$ cat config.mk
export PLATFORM = sky130hd
export DESIGN_NAME = feistel_cell
export DESIGN_NICKNAME = d
export VERILOG_FILES = /design/src/rtl/feistel_pkg.sv /design/src/rtl/feistel_gfunc.sv /design/src/rtl/feistel_cell.sv
export SDC_FILE = /design/constraint.sdc
export NUM_CORES = 1
export LEC_CHECK = 0
export CELL_PAD_IN_SITES_DETAIL_PLACEMENT = 1
export CELL_PAD_IN_SITES_GLOBAL_PLACEMENT = 1
export CORE_ASPECT_RATIO = 1.1
export CORE_MARGIN = 2
export CORE_UTILIZATION = 26
export CTS_BUF_LIST = sky130_fd_sc_hd__clkbuf_16
export DETAILED_ROUTE_END_ITERATION = 6
export PLACE_DENSITY = 0.7
export SLEW_MARGIN = 0
export SYNTH_ARGS = -nofsm -noshare
export SYNTH_HDL_FRONTEND = slang
export SYNTH_SLANG_ARGS = --single-unit
$ cat constraint.sdc
create_clock -name clk -period 1.7 [get_ports clk]
set_input_delay 0.255 -clock clk [delete_from_list [all_inputs] [get_ports clk]]
set_output_delay 0.255 -clock clk [all_outputs]
set_load 0.05 [all_outputs]
$ cat src/rtl/feistel_pkg.sv
// Shared constants for the Magma (GOST R 34.12-2015) Feistel round cell:
// widths, the eight 4-bit S-boxes and the g-function rotate amount.
package feistel_pkg;

  localparam int BLOCK_W = 64;
  localparam int KEY_W   = 32;
  localparam int HALF_W  = BLOCK_W / 2;
  localparam int ROT     = 11;
  localparam int NIBBLES = HALF_W / 4;

  // SBOX[i][v] is Pi_i applied to nibble value v; nibble 0 is bits [3:0].
  localparam logic [3:0] SBOX [NIBBLES][16] = '{
    '{4'hC, 4'h4, 4'h6, 4'h2, 4'hA, 4'h5, 4'hB, 4'h9, 4'hE, 4'h8, 4'hD, 4'h7, 4'h0, 4'h3, 4'hF, 4'h1},
    '{4'h6, 4'h8, 4'h2, 4'h3, 4'h9, 4'hA, 4'h5, 4'hC, 4'h1, 4'hE, 4'h4, 4'h7, 4'hB, 4'hD, 4'h0, 4'hF},
    '{4'hB, 4'h3, 4'h5, 4'h8, 4'h2, 4'hF, 4'hA, 4'hD, 4'hE, 4'h1, 4'h7, 4'h4, 4'hC, 4'h9, 4'h6, 4'h0},
    '{4'hC, 4'h8, 4'h2, 4'h1, 4'hD, 4'h4, 4'hF, 4'h6, 4'h7, 4'h0, 4'hA, 4'h5, 4'h3, 4'hE, 4'h9, 4'hB},
    '{4'h7, 4'hF, 4'h5, 4'hA, 4'h8, 4'h1, 4'h6, 4'hD, 4'h0, 4'h9, 4'h3, 4'hE, 4'hB, 4'h4, 4'h2, 4'hC},
    '{4'h5, 4'hD, 4'hF, 4'h6, 4'h9, 4'h2, 4'hC, 4'hA, 4'hB, 4'h7, 4'h8, 4'h1, 4'h4, 4'h3, 4'hE, 4'h0},
    '{4'h8, 4'hE, 4'h2, 4'h5, 4'h6, 4'h9, 4'h1, 4'hC, 4'hF, 4'h4, 4'hB, 4'h0, 4'hD, 4'hA, 4'h3, 4'h7},
    '{4'h1, 4'h7, 4'hE, 4'hD, 4'h0, 4'h5, 4'h8, 4'h3, 4'h4, 4'hF, 4'hA, 4'h6, 4'h9, 4'hC, 4'hB, 4'h2}
  };

  // Circular left rotate of a half-block by ROT bits.
  function automatic logic [HALF_W-1:0] rotl(input logic [HALF_W-1:0] x);
    return (x << ROT) | (x >> (HALF_W - ROT));
  endfunction

endpackage

$ cat src/rtl/feistel_gfunc.sv
// Combinational Magma round function g(K, a) = rotl11(t((a + K) mod 2^32)).
module feistel_gfunc
  import feistel_pkg::*;
(
  input  logic [KEY_W-1:0]  key,
  input  logic [HALF_W-1:0] a,
  output logic [HALF_W-1:0] g
);

  logic [HALF_W-1:0] sum;
  logic [HALF_W-1:0] subst;

  // Carry out of bit 31 falls off by width truncation.
  assign sum = a + key;

  // NOTE: every signal written in always_comb gets a default first, so no
  // path can leave it unassigned and infer a latch.
  always_comb begin
    subst = '0;
    for (int i = 0; i < NIBBLES; i++) begin
      subst[4*i +: 4] = SBOX[i][sum[4*i +: 4]];
    end
  end

  assign g = rotl(subst);

endmodule

$ cat src/rtl/feistel_cell.sv
// Registered single Magma Feistel round. Define FEISTEL_CELL_INV_EN to honour
// dir and build the inverse round; otherwise dir is ignored (forward only).
module feistel_cell
  import feistel_pkg::*;
(
  input  logic               clk,
  input  logic               rst_n,
  input  logic               in_valid,
  input  logic [BLOCK_W-1:0] in,
  input  logic [KEY_W-1:0]   key,
  input  logic               dir,
  output logic [BLOCK_W-1:0] out,
  output logic               out_valid
);

  logic [HALF_W-1:0]  a1;
  logic [HALF_W-1:0]  a0;
  logic [HALF_W-1:0]  g_in;
  logic [HALF_W-1:0]  g_out;
  logic [BLOCK_W-1:0] next_out;

  assign a1 = in[BLOCK_W-1:HALF_W];
  assign a0 = in[HALF_W-1:0];

`ifdef FEISTEL_CELL_INV_EN
  // A single g instance serves both directions; only its data input is muxed.
  assign g_in = dir ? a1 : a0;

  always_comb begin
    next_out = {a0, a1 ^ g_out};
    if (dir) begin
      next_out = {a0 ^ g_out, a1};
    end
  end
`else
  logic unused_dir;
  assign unused_dir = dir;
  assign g_in       = a0;
  assign next_out   = {a0, a1 ^ g_out};
`endif

  feistel_gfunc u_gfunc (
    .key (key),
    .a   (g_in),
    .g   (g_out)
  );

  // NOTE: state registers use non-blocking assignments so every flop samples
  // pre-edge values regardless of statement order.
  always_ff @(posedge clk or negedge rst_n) begin
    if (!rst_n) begin
      out       <= '0;
      out_valid <= 1'b0;
    end else begin
      out_valid <= in_valid;
      if (in_valid) begin
        out <= next_out;
      end
    end
  end

endmodule

==> results.md, run 1 <==
- The final weighted congestion of routability-driven global placement is 0.820.
- The sequential area share after synthesis is 0.272.
- The Yosys step of the flow raised 0 warnings.
- At the worst endpoint, the required time is 1.94 ns.
- The number of I/O port buffers is 163.
- The fraction of registers with async set/reset is 1.00.
- In the post-synthesis netlist, the cell with the most instances is sky130_fd_sc_hd__ha_1.
- Data on the critical path arrives at its endpoint at 3.55 ns.
- Static timing analysis puts the maximum clock frequency at 302 MHz.
- The cell type group with the largest total delay on the critical path is compound AO/OA/AOI/OAI gates.
- The kind of start point of the critical path is an input port.
- The effective utilization at floorplan is 0.263.
- The transition time at the pin with the least slew margin is 0.464 ns.
- In this run, synthesis inferred 0 flip-flops with an integrated enable.
- Among all flip-flop cells after synthesis, the most frequent one is sky130_fd_sc_hd__dfrtp_1.
- Summed over all cells, the static leakage comes to 4.99 nW.
- Ranked by instance count, the synthesized netlist is headed by sky130_fd_sc_hd__ha_1 (68), sky130_fd_sc_hd__dfrtp_1 (65), sky130_fd_sc_hd__a21oi_1 (49).
- The aggregate negative setup slack is -36.67 ns.
- The flow ran to the end, but the final reports show violations.
- The detailed placer's ending HPWL is 16.2 mm.
- The global-route usage over all layers is 0.189.
- The via count of the first global-routing pass came to 6940.
- The endpoint type of the worst setup path is a flop.
- The final net count is 1177.
- The standard-cell row count is 58.
- The mapped netlist covers 5980 um^2.
- Traced cell by cell, the critical path runs through clkdlybuf4s15_2 > ha_4 > o211ai_1 > o211ai_4 > a221oi_4 > buf_4 > o41ai_4 > a31oi_4 > xnor2_4 > inv_2 > buf_4 > ha_4 > mux2i_2 > mux2i_1 > xor2_1 > mux2_4.
- The power density over the cells is 1030 nW/um^2.
- Across all hold checks on the routed design, the worst slack comes to 0.132 ns.
- Pin placement for this block handled 165 I/O pins.
- CTS placed an instance of sky130_fd_sc_hd__clkbuf_16 at the clock tree root.
- The worst hold path belongs to the class input port to flop.
- Among all stages on the critical path, the largest delay is contributed by sky130_fd_sc_hd__o41ai_4.
- After clock tree synthesis, the clock-pin slew on the worst setup and hold paths is 0.06 ns.
- The pin count of the biggest net entering global routing is 41.
- Clock latency on the worst-skew pair, taken at its later pin, is 0.36 ns.
- Of the cells placed in the final design, the portion with a size suffix greater than 1 is 0.584.
- Of all cell types, the one taking the most synthesized area is sky130_fd_sc_hd__dfrtp_1.
- The end-of-flow core utilization is 0.498.
- The die covers 24200 um^2.
- The share of synthesized area in the top cell type comes to 0.272.
- The share of the synthesized area in compound gates (AO/OA/AOI/OAI) is 0.190.
- The tool flagged a number of max-cap violations equal to 0.
- Together, buffers and inverters on the worst path number 4.
- The gate count after technology mapping is 618.
- The first global-routing pass estimated 36.1 mm of wire.
- Clock tree synthesis inserted a total of 9 buffers.
- The number of max-slew violations in the final report came to 0.
- The final setup slack of the worst path is -1.61 ns.
- After filler insertion, the fill cell instance count of the layout stands at 2481.
- Summed over all layers, the global routing overflow is 0.
- After synthesis the netlist holds a flip-flop and latch count of 65.
- The final layout contains routed wiring with a total length of 23.9 mm.
- The height of the die is 163 um.
- The number of distinct library cell variants in the gate-level netlist after synthesis is 64.
- A synthesized cell averages 9.68 um^2.
- With fillers left out, the area of the finished cells amounts to 11300 um^2.
- In this run the remaining antenna-violating nets after routing total 0.
- By area, the combinational part of the netlist is dominated by compound AO/OA/AOI/OAI gates.
- The via-per-instance ratio is 4.82.
- The post-synthesis simple-gate area fraction is 0.103.
- Summing over every cut layer, the via total after detailed routing is 6322.
- The final critical-path required period is 3.31 ns.
- Of the total synthesized cell area, the portion taken by XOR and XNOR cells is 0.0996.
- The adder-cell area share of the yosys netlist is 0.146.
- TritonCTS built the clock tree.
- For this run, the detailed router's first-pass iteration total came to 4.
- The chip width is 149 um.
- The kind of critical path is input port to flop.
- The initial antenna violation count is 0.
- The clock passes through at most 2 buffers.
- The final setup violation count is 32.
- Summing all placed instances gives a cell area of 9370 um^2.
- The worst pin sits at a relative slew slack of 0.689.
- The average wire per cell in the routed design is 18.2 um.
- The number of clock sinks is 65.
- In this run the worst path has a maximum fanout of 3.
- The first routing iteration left 185 violations.
- The mux share of post-synthesis cell area is 0.149.
- The net count after synthesis is 787.
- Setup repair after global routing could not meet its margin everywhere.
- In this design, the stage delay of the slowest critical-path cell is 0.41 ns.
- In the post-synthesis netlist, the biggest area contributors are sky130_fd_sc_hd__dfrtp_1 (27%), sky130_fd_sc_hd__ha_1 (14%), sky130_fd_sc_hd__mux2_2 (9.0%), sky130_fd_sc_hd__xnor2_1 (4.5%), sky130_fd_sc_hd__mux4_2 (4.1%).
- The H-tree generated during clock tree synthesis spans 3 levels.
- The core region is 22700 um^2.
- In the routed design, unresolved DRC markers number 0.
- The final reports fail on negative setup slack.
- The number of failing hold endpoints at the final stage is 0.
- The worst-case IR drop observed on VDD is 0.542 mV.
- The setup skew after layout is 0 ns.
- The number of antenna cells inserted is 0.
- From synthesis to final layout, the design area changed by 89.2%.
- The fraction of the cycle the final worst path needs is 1.95.
## repair_timing
action,CTS,global route
hold buffers,1,0
gates resized for setup,251,93
pin swaps,104,90
hold endpoints to repair,24,0
setup endpoints to repair,32,32
buffers inserted,52,23
## path summary, 6_finish.rpt
| check | start | endpoint | slack, ns | cells after the start |
|---|---|---|---|---|
| max | key[2] | out[7] | -1.61 | 16 |
| min | in[10] | out[42] | 0.13 | 2 |
| max reg2reg | out[2] | out[2] | 0.89 | 1 |
| min reg2reg | out[13] | out[13] | 0.51 | 1 |
| max in group asynchronous | rst_n | out[50] | 0.80 | 3 |
| min in group asynchronous | rst_n | out[36] | 0.37 | 2 |
## cell usage in the layout (no fill, tap or decap), types with 8 or more instances in the layout
cell and n:
sky130_fd_sc_hd__o211ai_1 14, sky130_fd_sc_hd__xor2_2 8, sky130_fd_sc_hd__buf_4 273, sky130_fd_sc_hd__clkdlybuf4s50_1 47, sky130_fd_sc_hd__mux2_2 39, sky130_fd_sc_hd__ha_4 43
sky130_fd_sc_hd__nand3_1 9, sky130_fd_sc_hd__xor2_1 16, sky130_fd_sc_hd__o21ai_2 9, sky130_fd_sc_hd__inv_2 15, sky130_fd_sc_hd__mux4_2 11, sky130_fd_sc_hd__dlygate4sd2_1 21
sky130_fd_sc_hd__clkbuf_16 9, sky130_fd_sc_hd__mux2_4 10, sky130_fd_sc_hd__nor2_1 34, sky130_fd_sc_hd__xnor2_2 15, sky130_fd_sc_hd__inv_1 24, sky130_fd_sc_hd__a21oi_2 10
sky130_fd_sc_hd__nand4_1 10, sky130_fd_sc_hd__dfrtp_1 65, sky130_fd_sc_hd__nand2_1 25, sky130_fd_sc_hd__a21oi_1 33, sky130_fd_sc_hd__ha_1 18, sky130_fd_sc_hd__xnor2_1 16
sky130_fd_sc_hd__a21o_1 12, sky130_fd_sc_hd__buf_6 34
## registers in the layout (all words and copies together) (netlist names)
register,flops
out_valid,1
out,64
## routing by layer
layer,global-route usage,part of all wire,up-vias
met5,0,0,-
met2,0.362,0.55,139
met3,0.0307,0.044,32
met4,0.0636,0.019,0
met1,0.210,0.39,3147
li1,-,-,3004
## layout make-up
class,instances,area (um^2),area share
Sequential cell,65,1630,0.144
Inverter,41,156,0.0138
Multi-Input combinational cell,490,5540,0.490
Clock buffer,9,225,0.0199
Timing Repair Buffer,401,3370,0.298
Clock inverter,5,25.0,0.00221
Tap cell,300,375,0.0332
## cells by family after synthesis
kind of cell / after synthesis
AOI/OAI and AO/OA: 160
and+or+nand+nor: 129
muxes: 69
adders and majority gates: 69
DFF: 65
xor gates and xnor gates: 63
buffers and inverters: 63
## per-stage QoR
step	worst slack (ns)	power, mW	cells
after floorplan	-1.63	6.13	618
after global routing	-1.68	12.3	1311
final	-1.61	11.7	1311
after CTS	-1.44	11.2	1292
after detailed placement	-2.43	8.61	1229
after global placement	-2.36	8.44	1229
## where the power goes
part           internal (mW)  switching [mW]  total, mW
sequential              1.94           0.228       2.17
combinational           3.60            4.17       7.77
clock                  0.956           0.803       1.76
total                   6.50            5.20       11.7
(Power assumes the default switching activity.)
==> run 2, diff against run 1 <==
--- a/config.mk
+++ b/config.mk
@@ -5,6 +5,7 @@
 export SDC_FILE = /design/constraint.sdc
 export NUM_CORES = 1
 export LEC_CHECK = 0
+export ABC_CLOCK_PERIOD_IN_PS = 1700
 export CELL_PAD_IN_SITES_DETAIL_PLACEMENT = 1
 export CELL_PAD_IN_SITES_GLOBAL_PLACEMENT = 1
 export CORE_ASPECT_RATIO = 1.1
@@ -13,7 +14,8 @@
 export CTS_BUF_LIST = sky130_fd_sc_hd__clkbuf_16
 export DETAILED_ROUTE_END_ITERATION = 6
 export PLACE_DENSITY = 0.7
-export SLEW_MARGIN = 0
+export SETUP_SLACK_MARGIN = 0.4
+export SLEW_MARGIN = 20
 export SYNTH_ARGS = -nofsm -noshare
 export SYNTH_HDL_FRONTEND = slang
 export SYNTH_SLANG_ARGS = --single-unit
==> run 2 against run 1 <==
Net effect: the flow still finishes with violations (negative setup slack); global-route usage rose by 1.0 points; non-clock buffer count rose by 7; register-to-register slack barely moved; sequential power barely moved; largest cell class unchanged; highest routed layer unchanged.
==> results.md, run 2 (synthesis results as in run 1) <==
- The run finished, with violations left.
- The final reports fail on negative setup slack.
- The detailed-route DRC error count is 0.
- Dividing the final minimum period by the clock period gives 1.89.
- From synthesis to final layout, the design area changed by 92.0%.
- Counting the buffers created by CTS gives 9.
- The leakage power is 5.04 nW.
- The via count of the first global-routing pass is 7247.
- The routed layout has 6460 vias.
- The number of failing hold endpoints at the final stage came to 0.
- The sum of routed wire length over all layers is 25.6 mm.
- The detailed router's first-iteration violation count is 196.
- The CTS root buffer is sky130_fd_sc_hd__clkbuf_16.
- The chip width is 149 um.
- The library cell used most frequently in the layout, excluding fill and tap cells, is sky130_fd_sc_hd__buf_4.
- The number of max-slew violations in the final report is 0.
- The startpoint of the most critical setup path is key[13].
- The H-tree was split into 3 levels.
- The layout has 2453 filler cells.
- The share of post-route cells with drive strength above 1 is 0.595.
- The wire length of the first global-routing pass is 37.7 mm.
- The largest fanout of any net on the critical path is 6.
- Setup violations remaining at the end of the flow were counted as 31.
- The global-route usage over all layers is 0.199.
- The die is 163 um tall.
- Leaving out fill and tap cells, the most frequent cells in the layout are sky130_fd_sc_hd__buf_4 (272), sky130_fd_sc_hd__dfrtp_1 (65), sky130_fd_sc_hd__clkdlybuf4s50_1 (44), sky130_fd_sc_hd__buf_6 (44), sky130_fd_sc_hd__ha_4 (40).
- The iteration count of the initial detailed-routing pass is 4.
- The effective utilization at floorplan is 0.263.
- The critical path is of the input port to flop type.
- More flip-flops sit in one register than any other, and that register is out.
- The core footprint is 22700 um^2.
- The final setup slack of the worst path is -1.51 ns.
- The aggregate negative setup slack is -31.97 ns.
- The average wire per cell in the routed design is 19.4 um.
- The worst pin sits at a relative slew slack of 0.634.
- The die covers 24200 um^2.
- Setup repair after global routing could not meet its margin everywhere.
- Routability-driven placement finished with a final weighted congestion of 0.832.
- Across the routed clock network, the largest skew measured is 0 ns.
- The clock insertion delay at the later pin of the skew report is 0.36 ns.
- In the final layout, flip-flops and latches occupy 1630 um^2.
- The number of I/O port buffers is 163.
- The number of flip-flops in the largest register is 64.
- The final net count is 1184.
- The startpoint identified for the worst hold timing path is in[8].
- Counting every sink on the clock net gives 65.
- The wire-length estimate of the detail-placed layout is 16.7 mm.
- The worst setup slack before clock tree synthesis is -2.38 ns.
- The longest clock path from root to sink contains 2 buffers.
- The endpoint type of the worst setup path is a flop.
- The power density over the cells is 1070 nW/um^2.
- The CTS tree is yes.
- The count of max-cap constraint violations is 0.
- The initial antenna violation count was 1.
- The largest registers in the layout are out (64), out_valid (1).
- The endpoint required time on the critical path is 1.94 ns.
- The via-per-instance ratio is 4.89.
- The multi-input combinational cells in the finished layout cover a total of 5590 um^2.
- Static timing analysis puts the maximum clock frequency at 312 MHz.
- The path category of the worst min-delay check is input port to flop.
- The worst setup path is launched from an input port.
- For the pin with the worst max-slew slack, the measured transition is 0.544 ns.
- In this run the remaining antenna-violating nets after routing total 0.
- Entering global routing, the biggest net connects 39 pins.
- Global routing finished with a remaining overflow of 0.
- Clock-pin slew was measured on the worst setup and hold paths at 0.06 ns.
- The worst register-to-register path begins at out[2].
- The initialized floorplan defines 58 standard-cell rows.
- VDD sags by at most 0.562 mV.
- The final critical-path required period is 3.21 ns.
- The worst path arrival time is 3.44 ns.
- The number of top-level pins is 165.
-- run 2: changes by cell type in the layout (fill, tap and decap cells not counted), sizes merged, moves of 2 or more --
cell,delta
dlymetal6s2s,-2
bufinv,+2
clkdlybuf4s50,-3
buf,+18
clkdlybuf4s15,+5
clkbuf,-6
dlygate4sd2,-5
-- run 2: worst max-delay path, cell delays in order --
cell and delay, ns:
sky130_fd_sc_hd__dlygate4sd2_1 0.28, sky130_fd_sc_hd__ha_4 0.26, sky130_fd_sc_hd__buf_4 0.17, sky130_fd_sc_hd__nand4_1 0.13, sky130_fd_sc_hd__o211ai_1 0.17, sky130_fd_sc_hd__a21oi_4 0.27
sky130_fd_sc_hd__buf_4 0.17, sky130_fd_sc_hd__a211oi_2 0.05, sky130_fd_sc_hd__buf_4 0.14, sky130_fd_sc_hd__a311oi_4 0.35, sky130_fd_sc_hd__inv_2 0.13, sky130_fd_sc_hd__ha_4 0.18
sky130_fd_sc_hd__mux4_2 0.46, sky130_fd_sc_hd__xor2_1 0.16, sky130_fd_sc_hd__mux2_4 0.25
-- run 2: what timing repair did --
item,CTS,global route
pin swaps,118,68
hold endpoints to repair,14,0
hold buffers,1,0
endpoints found under the setup margin,32,32
resized for setup,321,73
cloned,0,1
buffers inserted,48,16
-- run 2: through the flow --
stage                      util  cells  hold WS (ns)  area (um^2)  power (mW)
after floorplan               -    618       -0.0406         6320        6.13
after global placement    0.415   1238         0.159         9430        8.47
after detailed placement  0.415   1238         0.157         9430        8.67
after CTS                 0.484   1303         0.132        11000        11.7
after global routing      0.505   1321         0.126        11500        12.9
final                     0.505   1321         0.131        11500        12.2
-- run 2: final cells by class --
class | count | area share
timing repair buffer | 408 | 0.298
antenna | 1 | 0.000218
clock inverter | 7 | 0.00752
clock buffer | 9 | 0.0196
tap | 300 | 0.0327
multi-input combinational | 490 | 0.487
sequential | 65 | 0.142
inverter | 41 | 0.0138
-- run 2: per-layer routing --
metal,up-vias,share of wire,global-route usage,routed length [um]
met4,0,0.027,0.0740,693
met5,-,0,0,0
met3,39,0.040,0.0388,1040
li1,3022,-,-,-
met1,3240,0.38,0.207,9640
met2,159,0.56,0.392,14200
-- run 2: where the power goes --
group	internal (mW)	switching [mW]	leakage (nW)
clock	1.27	0.812	0.158
combinational	3.67	4.29	4.13
sequential	1.94	0.259	0.755
-- run 2: path summary, 6_finish.rpt --
check / slack, ns / endpoint / depth (start not counted)
min reg2reg: 0.51 / out[32] / 1
min in group asynchronous: 0.33 / out[36] / 2
max reg2reg: 0.88 / out[2] / 1
max in group asynchronous: 0.84 / out[50] / 3
max: -1.51 / out[10] / 15
min: 0.13 / out[40] / 2
